File: config.mk
export PLATFORM = sky130hd
export DESIGN_NAME = imem_loader
export DESIGN_NICKNAME = d
export VERILOG_FILES = /design/src/rtl/imem_loader.sv
export SDC_FILE = /design/constraint.sdc
export NUM_CORES = 1
export LEC_CHECK = 0
export ABC_AREA = 1
export CORE_ASPECT_RATIO = 1.25
export CORE_MARGIN = 2
export CORE_UTILIZATION = 30
export DETAILED_ROUTE_END_ITERATION = 12
export GPL_ROUTABILITY_DRIVEN = 0
export PLACE_DENSITY = 0.53
export RECOVER_POWER = 25
export SLEW_MARGIN = 40
export SYNTH_ARGS = -nofsm -noshare
export SYNTH_HDL_FRONTEND = slang
export SYNTH_SLANG_ARGS = --single-unit
File: constraint.sdc
create_clock -name clk -period 2.2 [get_ports clk]
set_input_delay 0.33 -clock clk [delete_from_list [all_inputs] [get_ports clk]]
set_output_delay 0.33 -clock clk [all_outputs]
set_load 0.01 [all_outputs]
File: src/rtl/imem_loader.sv
// imem_loader
//   Serial program loader for the instruction memory. Parses a length-prefixed,
//   checksummed byte stream, assembles little-endian 32-bit words and writes them
//   to consecutive word-aligned addresses. The CPU is held in reset until the
//   image checksum verifies.
//
// Ports
//   clk        system clock, rising edge
//   rst_n      asynchronous active-low reset
//   rx_data    received byte (qualified by rx_valid)
//   rx_valid   one-cycle strobe per received byte
//   restart    one-cycle pulse, returns DONE/ERROR to IDLE
//   mem_we     one-cycle write strobe per assembled word
//   mem_addr   word-aligned byte address of the write
//   mem_wdata  assembled word {b3,b2,b1,b0}
//   cpu_hold   1 = CPU held in reset
//   done       image loaded and verified (level)
//   error      load failed (level)
//   err_code   0 none, 1 length too large, 2 timeout, 3 checksum mismatch
module imem_loader #(
   parameter int MEM_WORDS      = 256,
   parameter int TIMEOUT_CYCLES = 1000000
) (
   input  logic        clk,
   input  logic        rst_n,
   input  logic [7:0]  rx_data,
   input  logic        rx_valid,
   input  logic        restart,
   output logic        mem_we,
   output logic [31:0] mem_addr,
   output logic [31:0] mem_wdata,
   output logic        cpu_hold,
   output logic        done,
   output logic        error,
   output logic [1:0]  err_code
);

   // Idle counter only needs to count up to TIMEOUT_CYCLES-1; the edge that
   // would take it to TIMEOUT_CYCLES raises the timeout instead.
   localparam int          CW      = (TIMEOUT_CYCLES > 1) ? $clog2(TIMEOUT_CYCLES) : 1;
   localparam logic [CW-1:0] TO_LAST = CW'(TIMEOUT_CYCLES - 1);
   localparam logic [16:0] MAX_N   = 17'(MEM_WORDS);

   typedef enum logic [2:0] {
      S_IDLE, S_LEN_HI, S_DATA, S_CHECK, S_DONE, S_ERROR
   } state_t;

   state_t         state_reg, state_next;
   logic [7:0]     len_lo_reg, len_lo_next;
   logic [15:0]    len_reg, len_next;
   logic [15:0]    idx_reg, idx_next;
   logic [1:0]     lane_reg, lane_next;
   logic [7:0]     csum_reg, csum_next;
   logic [CW-1:0]  idle_reg, idle_next;
   logic           we_reg, we_next;
   logic [31:0]    addr_reg, addr_next;
   logic [31:0]    wdata_reg, wdata_next;
   logic           hold_reg, hold_next;
   logic           done_reg, done_next;
   logic           error_reg, error_next;
   logic [1:0]     code_reg, code_next;

   logic [15:0]    n_val;
   logic           busy;
   logic           load_byte;
   logic [23:0]    lane_bytes;

   assign load_byte = (state_reg == S_DATA) && rx_valid;

   // Byte lanes 0..2 of the word under assembly; lane 3 goes straight from
   // rx_data into the write data, so it needs no storage.
   genvar gi;
   generate
      for (gi = 0; gi < 3; gi++) begin : g_lane
         logic [7:0] b_reg;
         always_ff @(posedge clk or negedge rst_n) begin
            if (!rst_n)
               b_reg <= '0;
            else if (load_byte && (lane_reg == 2'(gi)))
               b_reg <= rx_data;
         end
         assign lane_bytes[gi*8 +: 8] = b_reg;
      end
   endgenerate

   always_ff @(posedge clk or negedge rst_n) begin
      if (!rst_n) begin
         state_reg  <= S_IDLE;
         len_lo_reg <= '0;
         len_reg    <= '0;
         idx_reg    <= '0;
         lane_reg   <= '0;
         csum_reg   <= '0;
         idle_reg   <= '0;
         we_reg     <= 1'b0;
         addr_reg   <= '0;
         wdata_reg  <= '0;
         hold_reg   <= 1'b1;
         done_reg   <= 1'b0;
         error_reg  <= 1'b0;
         code_reg   <= '0;
      end else begin
         state_reg  <= state_next;
         len_lo_reg <= len_lo_next;
         len_reg    <= len_next;
         idx_reg    <= idx_next;
         lane_reg   <= lane_next;
         csum_reg   <= csum_next;
         idle_reg   <= idle_next;
         we_reg     <= we_next;
         addr_reg   <= addr_next;
         wdata_reg  <= wdata_next;
         hold_reg   <= hold_next;
         done_reg   <= done_next;
         error_reg  <= error_next;
         code_reg   <= code_next;
      end
   end

   always_comb begin
      state_next  = state_reg;
      len_lo_next = len_lo_reg;
      len_next    = len_reg;
      idx_next    = idx_reg;
      lane_next   = lane_reg;
      csum_next   = csum_reg;
      idle_next   = '0;
      we_next     = 1'b0;
      addr_next   = addr_reg;
      wdata_next  = wdata_reg;
      hold_next   = hold_reg;
      done_next   = done_reg;
      error_next  = error_reg;
      code_next   = code_reg;
      n_val       = {rx_data, len_lo_reg};
      busy        = (state_reg == S_LEN_HI) || (state_reg == S_DATA) ||
                    (state_reg == S_CHECK);

      case (state_reg)
         S_IDLE: begin
            if (rx_valid) begin
               len_lo_next = rx_data;
               state_next  = S_LEN_HI;
            end
         end
         S_LEN_HI: begin
            if (rx_valid) begin
               len_next  = n_val;
               idx_next  = '0;
               lane_next = '0;
               csum_next = '0;
               if ({1'b0, n_val} > MAX_N) begin
                  state_next = S_ERROR;
                  error_next = 1'b1;
                  code_next  = 2'd1;
               end else if (n_val == 16'd0) begin
                  state_next = S_CHECK;
               end else begin
                  state_next = S_DATA;
               end
            end
         end
         S_DATA: begin
            if (rx_valid) begin
               csum_next = csum_reg + rx_data;
               lane_next = lane_reg + 2'd1;
               if (lane_reg == 2'd3) begin
                  we_next    = 1'b1;
                  addr_next  = {14'd0, idx_reg, 2'b00};
                  wdata_next = {rx_data, lane_bytes};
                  if (idx_reg == len_reg - 16'd1)
                     state_next = S_CHECK;
                  else
                     idx_next = idx_reg + 16'd1;
               end
            end
         end
         S_CHECK: begin
            if (rx_valid) begin
               if (rx_data == csum_reg) begin
                  state_next = S_DONE;
                  done_next  = 1'b1;
                  hold_next  = 1'b0;
               end else begin
                  state_next = S_ERROR;
                  error_next = 1'b1;
                  code_next  = 2'd3;
               end
            end
         end
         S_DONE, S_ERROR: begin
            if (restart) begin
               state_next = S_IDLE;
               done_next  = 1'b0;
               error_next = 1'b0;
               code_next  = 2'd0;
               hold_next  = 1'b1;
            end
         end
         default: state_next = S_IDLE;
      endcase

      // Inter-byte watchdog. A byte on the would-be timeout edge wins.
      if (busy) begin
         if (rx_valid) begin
            idle_next = '0;
         end else if (idle_reg == TO_LAST) begin
            state_next = S_ERROR;
            error_next = 1'b1;
            code_next  = 2'd2;
         end else begin
            idle_next = idle_reg + 1'b1;
         end
      end
   end

   assign mem_we    = we_reg;
   assign mem_addr  = addr_reg;
   assign mem_wdata = wdata_reg;
   assign cpu_hold  = hold_reg;
   assign done      = done_reg;
   assign error     = error_reg;
   assign err_code  = code_reg;

endmodule

=== After elaboration in Yosys (flattened, before gate mapping) ===
Cells that the tools add are included.

* Register bits: 151
* Input port bits: 12
* Word-level logic and storage cells: 116
* Output and inout port bits: 70

* $lt $le $gt $ge: 1
* Equal/unequal tests: 18
* Mux-type cells: 57
* Add/subtract/negate cells: 5
* Reduce and logical (&&, ||, !) cells: 18

{| class="wikitable"
|+ Operator list
! kind !! number
|-
| 16-bit two-way mux || 4
|-
| 20-bit two-way mux || 3
|-
| 3-bit two-way mux || 11
|-
| 16-bit case mux with 2 select lines || 1
|-
| 20-bit by 1-bit adder with 20-bit output, second input constant || 1
|-
| 20-bit equality test, second input constant || 1
|-
| 2-bit two-way mux || 10
|-
| 1-bit two-way mux || 19
|-
| 16-bit by 1-bit adder with 16-bit output, second input constant || 1
|-
| 16-bit equality test || 1
|-
| 16-bit by 9-bit > comparator with 1-bit output, second input constant || 1
|-
| 16-bit logical NOT || 1
|-
| 8-bit two-way mux || 2
|-
| 8-bit case mux with 2 select lines || 1
|-
| 16-bit by 1-bit subtractor with 16-bit output, second input constant || 1
|-
| 3-bit case mux with 5 select lines || 1
|-
| 2-bit != test, second input constant || 5
|-
| 8-bit adder || 1
|-
| 8-bit equality test || 1
|-
| 3-bit by 2-bit equality test with 1-bit output, second input constant || 2
|-
| 3-bit equality test, second input constant || 2
|-
| 2-bit case mux with 3 select lines || 1
|-
| 3-bit AND reduction || 2
|-
| 5-bit AND reduction || 1
|-
| other kinds (16) || 25
|}

=== Longest topological paths before layout ===
* Depth in word-level cells: 9
* Gate-level depth with buffers: 16
* Mapped depth without buffers: 15

=== Least setup slack after synthesis ===
No wires, ideal clock.

* Path kind: register to register
* Start: reg len_reg[0]
* End: reg idx_reg[10]
* Library setup time: 117 ps
* Arrival time: 1849 ps
* Path buffers: 1
* Setup slack: 234 ps
* Required time: 2083 ps
* Period minus slack after synthesis: 1966 ps
* Stages on the path, launching flop included: 11
* Cell sequence: dfrtp_1 > inv_2 > ha_1 > or2_2 > a21oi_1 > nand4_1 > nor2_2 > nand3_4 > buf_2 > nand4_1 > nand2_1

* Longest elaborated chain between the ends: 4

{| class="wikitable"
|+ Ends and longest elaborated chain
! item !! RTL line !! source
|-
| start: declaration || 50 || <nowiki>logic [15:0] len_reg, len_next;</nowiki>
|-
| start signal: assignment || 105 || <nowiki>len_reg <= len_next;</nowiki>
|-
| 16-bit by 1-bit subtractor with 16-bit output || 171 || <nowiki>if (idx_reg == len_reg - 16'd1)</nowiki>
|-
| 16-bit equality test || 171 ||
|-
| 2-bit != test (no line) || n/a ||
|-
| 5-bit AND reduction (no line) || n/a ||
|-
| end signal: assignment || 106 || <nowiki>idx_reg <= idx_next;</nowiki>
|-
| end: declaration || 51 || <nowiki>logic [15:0] idx_reg, idx_next;</nowiki>
|}

No other way between the ends.
A chain may end at the register's enable or synchronous reset.

=== Worst setup path after layout ===
* Start: reg len_reg[4]
* End: reg idx_reg[7]

The elaborated chain is that of the path after synthesis.

==> flow_summary.yaml <==
run_status:
  outcome: "completed"
layout:
  largest_register_ffs: 32
  antenna_cells: 0
  multi_input_area_um2: 3510
  layout.area.seq_um2: 3780
  syn_to_final_growth_pct: 28.4
  layout.nets: 1103
  drive_above_1_share_pct: 13.8
  final_cell_count_no_fill: 1424
  nFillCells: 2633
die:
  fp.dieH_um: 183
  initial_utilization_pct: 30.5
  die_x_um: 147
  fp.dieArea_um2: 26900
  ioPinCount: 82
  num_rows: 65
  core_um2: 25200
clock_tree:
  htreeDepth: 4
  clk_pin_slew_ns: 0.07
  clockBufferDepth: 2
  root_buffer: "clkbuf_16"
  clock_latency_ns: 0.44
  cts_sinks: 151
  cts_buffers: 17
  cts_tree: "yes"
worst_setup_path:
  worst_ep_required_time_ns: 2.53
  worst_setup_path_start_kind: "flip-flop"
  path_cells: "nor2_4 > nand2_4 > nor2_4 > nand3_1 > nand2_1 > inv_2 > nor2_4 > nand2_2 > nor2_4 > nand3_4 > clkbuf_16 > nand4_1 > nand2_1"
  cp.arrival_ns: 2.44
  critical_path_class: "reg2reg"
  crit_top_cell: "nor2_4"
  endpoint_kind: "flip-flop"
  cp_slowest_cell: "dfrtp_2"
  cp_slowest_stage_delay_ns: 0.48
  crit_fanout: 7
power:
  p_sw_mw: 2.97
  power_frac_comb_pct: 26.8
  peakVddDrop_v: 0.000580
  clkPwrFrac_pct: 35.6
  p_int_mw: 5.98
  power_density_nw_per_um2: 907
  total_leakage_power_nw: 4.67
  seq_power_share_pct: 37.6
  p_sw_share_pct: 33.2
synthesis:
  yosys.area.top_type_share_pct: 48.8
  synth_cell_types: 42
  synth-async-reset-ratio_pct: 100
  synthTopCellsByArea: "dfrtp_1 49%, nand2_1 15%, o21ai_0 5.9%"
  dominantRegCellSynth: "dfrtp_1"
  synth_warnings: 0
  seq_area_frac_synth_pct: 49.2
  synth_area_um2: 7680
  syn_inst: 960
  avgSynthCellArea_um2: 8.01
  ys_ff_latch: 151
  synth_top_area_cell: "dfrtp_1"
  synth-edff-count: 0
timing:
  drv_slew: 0
  fin_crit_ns: 2.11
  setup_viol: 0
  tightestPinTransition_ns: 0.867
  fin_crit_sh_pct: 95.9
  rsz0062_at_grt: "yes"
  slew_headroom_pct: 42.2
  finClkSkew_ns: 0.0100
  hold_viol: 0
  fmax_mhz: 474
  hold_slack_ns: 0.452
place:
  dp_cells: 1385
  port_buffers: 65
  dp_hpwl_um: 14800
routing:
  vias: 6546
  drc: 0
  wl_per_cell_um: 14.4
  antenna_left: 0
  drtIter0Drc: 350
  vias_per_cell: 4.60
  wl_um: 20500
  drtPass1Iterations: 5
min_path:
  worstHoldPathType: "reg2reg"
grt:
  antenna_found_initial: 0
  overflow: 0
  grt_pass1_vias: 6478
  grt.total_usage_pct: 15.9
  grt_pass1_wl_um: 34000
  grt_start_max_net_pins: 58
run:
  timing.max_cap.violations: 0
cell usage after synthesis (2+ instances only):
master      n
inv_1      84
clkbuf_1   18
buf_2       8
nor2_4      2
nand3b_1    2
nand2_2     3
nor3b_1     5
nand3_4     2
nand3_1    34
xnor2_1     5
inv_2       9
nor2_2      6
ha_1       14
dfrtp_1   150
nor4_1      8
nand2_1   299
nor3_1     15
buf_4      17
or2_2       3
xor2_1     29
o211ai_1    2
nand4_1    35
and3_1      3
nor2_1     78
a31oi_1     5
a21oi_1    18
o21ai_0    91
final cells by class:
class / instances / area share, %
repair buffers: 126 / 11.8
multi-input cells: 687 / 35.6
clock buffers: 20 / 4.53
inverters: 93 / 3.54
flip-flops and latches: 151 / 38.4
well taps: 335 / 4.25
clock inverters: 12 / 1.92
logic make-up (layout without fill, tap and decap cells):
group | count (synthesis) | after routing | share of synthesized area [%]
AO/OA/AOI/OAI | 123 | 123 | 8.50
other | 1 | 16 | 0.0488
buffers and inverters | 138 | 251 | 7.80
adder cells (fa/ha/maj) | 15 | 15 | 2.54
AND/OR/NAND/NOR | 498 | 499 | 28.1
flip-flops | 151 | 151 | 49.2
XOR/XNOR | 34 | 34 | 3.87
through the flow:
step	util, %	cell area, um2	worst slack, ns	total power, mW	TNS, ns
final	39.1	9860	0.0904	8.95	0
after global routing	39.1	9860	-0.0325	9.51	-0.266
after CTS	38.4	9670	0.0319	8.77	0
after detailed placement	35.8	9020	-0.0676	5.54	-0.266
after global placement	35.8	9020	-0.0341	5.51	-0.0341
after floorplan	-	7740	0.234	4.74	0
critical path: cells and delay by family (launching register included):
kind | cells | cell delay (ns)
buffers and inverters | 2 | 0.27
and+or+nand+nor | 11 | 1.24
DFF | 1 | 0.48
metal layers:
layer / track usage, % / vias up / part of all wire [%]
met1: 19.7 / 3095 / 44
met4: 4.85 / 0 / 2.2
met5: 0 / - / 0
li1: - / 3310 / -
met3: 3.03 / 28 / 3.7
met2: 28.1 / 113 / 51
placed cells by master, fill, tap and decap left out, types with 5 or more instances in the layout:
cell type,n
nand2_1,286
dfrtp_1,146
o21ai_0,91
inv_1,82
nor2_1,70
clkdlybuf4s50_1,64
buf_4,54
nand4_1,35
nand3_1,32
xor2_1,29
clkbuf_16,18
a21oi_1,17
conb_1,16
nor3_1,15
nand2_2,15
ha_1,13
inv_2,11
nor2_4,10
nor4_1,8
nor2_2,6
a31oi_1,5
nor3b_1,5
xnor2_1,5
worst paths after layout:
check,from,endpoint,slack (ns),cells past startpoint
worst max register to register,len_reg[4],idx_reg[7],0.09,13
min in group asynchronous,rst_n,g_lane[1].b_reg[5],0.54,2
worst max-delay path,len_reg[4],idx_reg[7],0.09,13
worst min register to register,idle_reg[0],idle_reg[0],0.45,1
worst min-delay path,idle_reg[0],idle_reg[0],0.45,1
max in group asynchronous,rst_n,idle_reg[11],0.45,3
power groups by stage:
stage	Sequential, mW	Combinational, mW	Clock, mW
after CTS	3.33	2.17	3.26
after floorplan	3.32	1.42	0
after global routing	3.40	2.72	3.38
after global placement	3.38	2.13	0
final	3.37	2.40	3.18
after detailed placement	3.38	2.16	0
repair_timing:
action / CTS / global route
buffers inserted: 0 / 4
gates resized for setup: 0 / 44
hold buffers: 1 / 0
endpoints found under the hold margin: 28 / 0
endpoints found under the setup margin: 0 / 17
(Power assumes the default switching activity.)
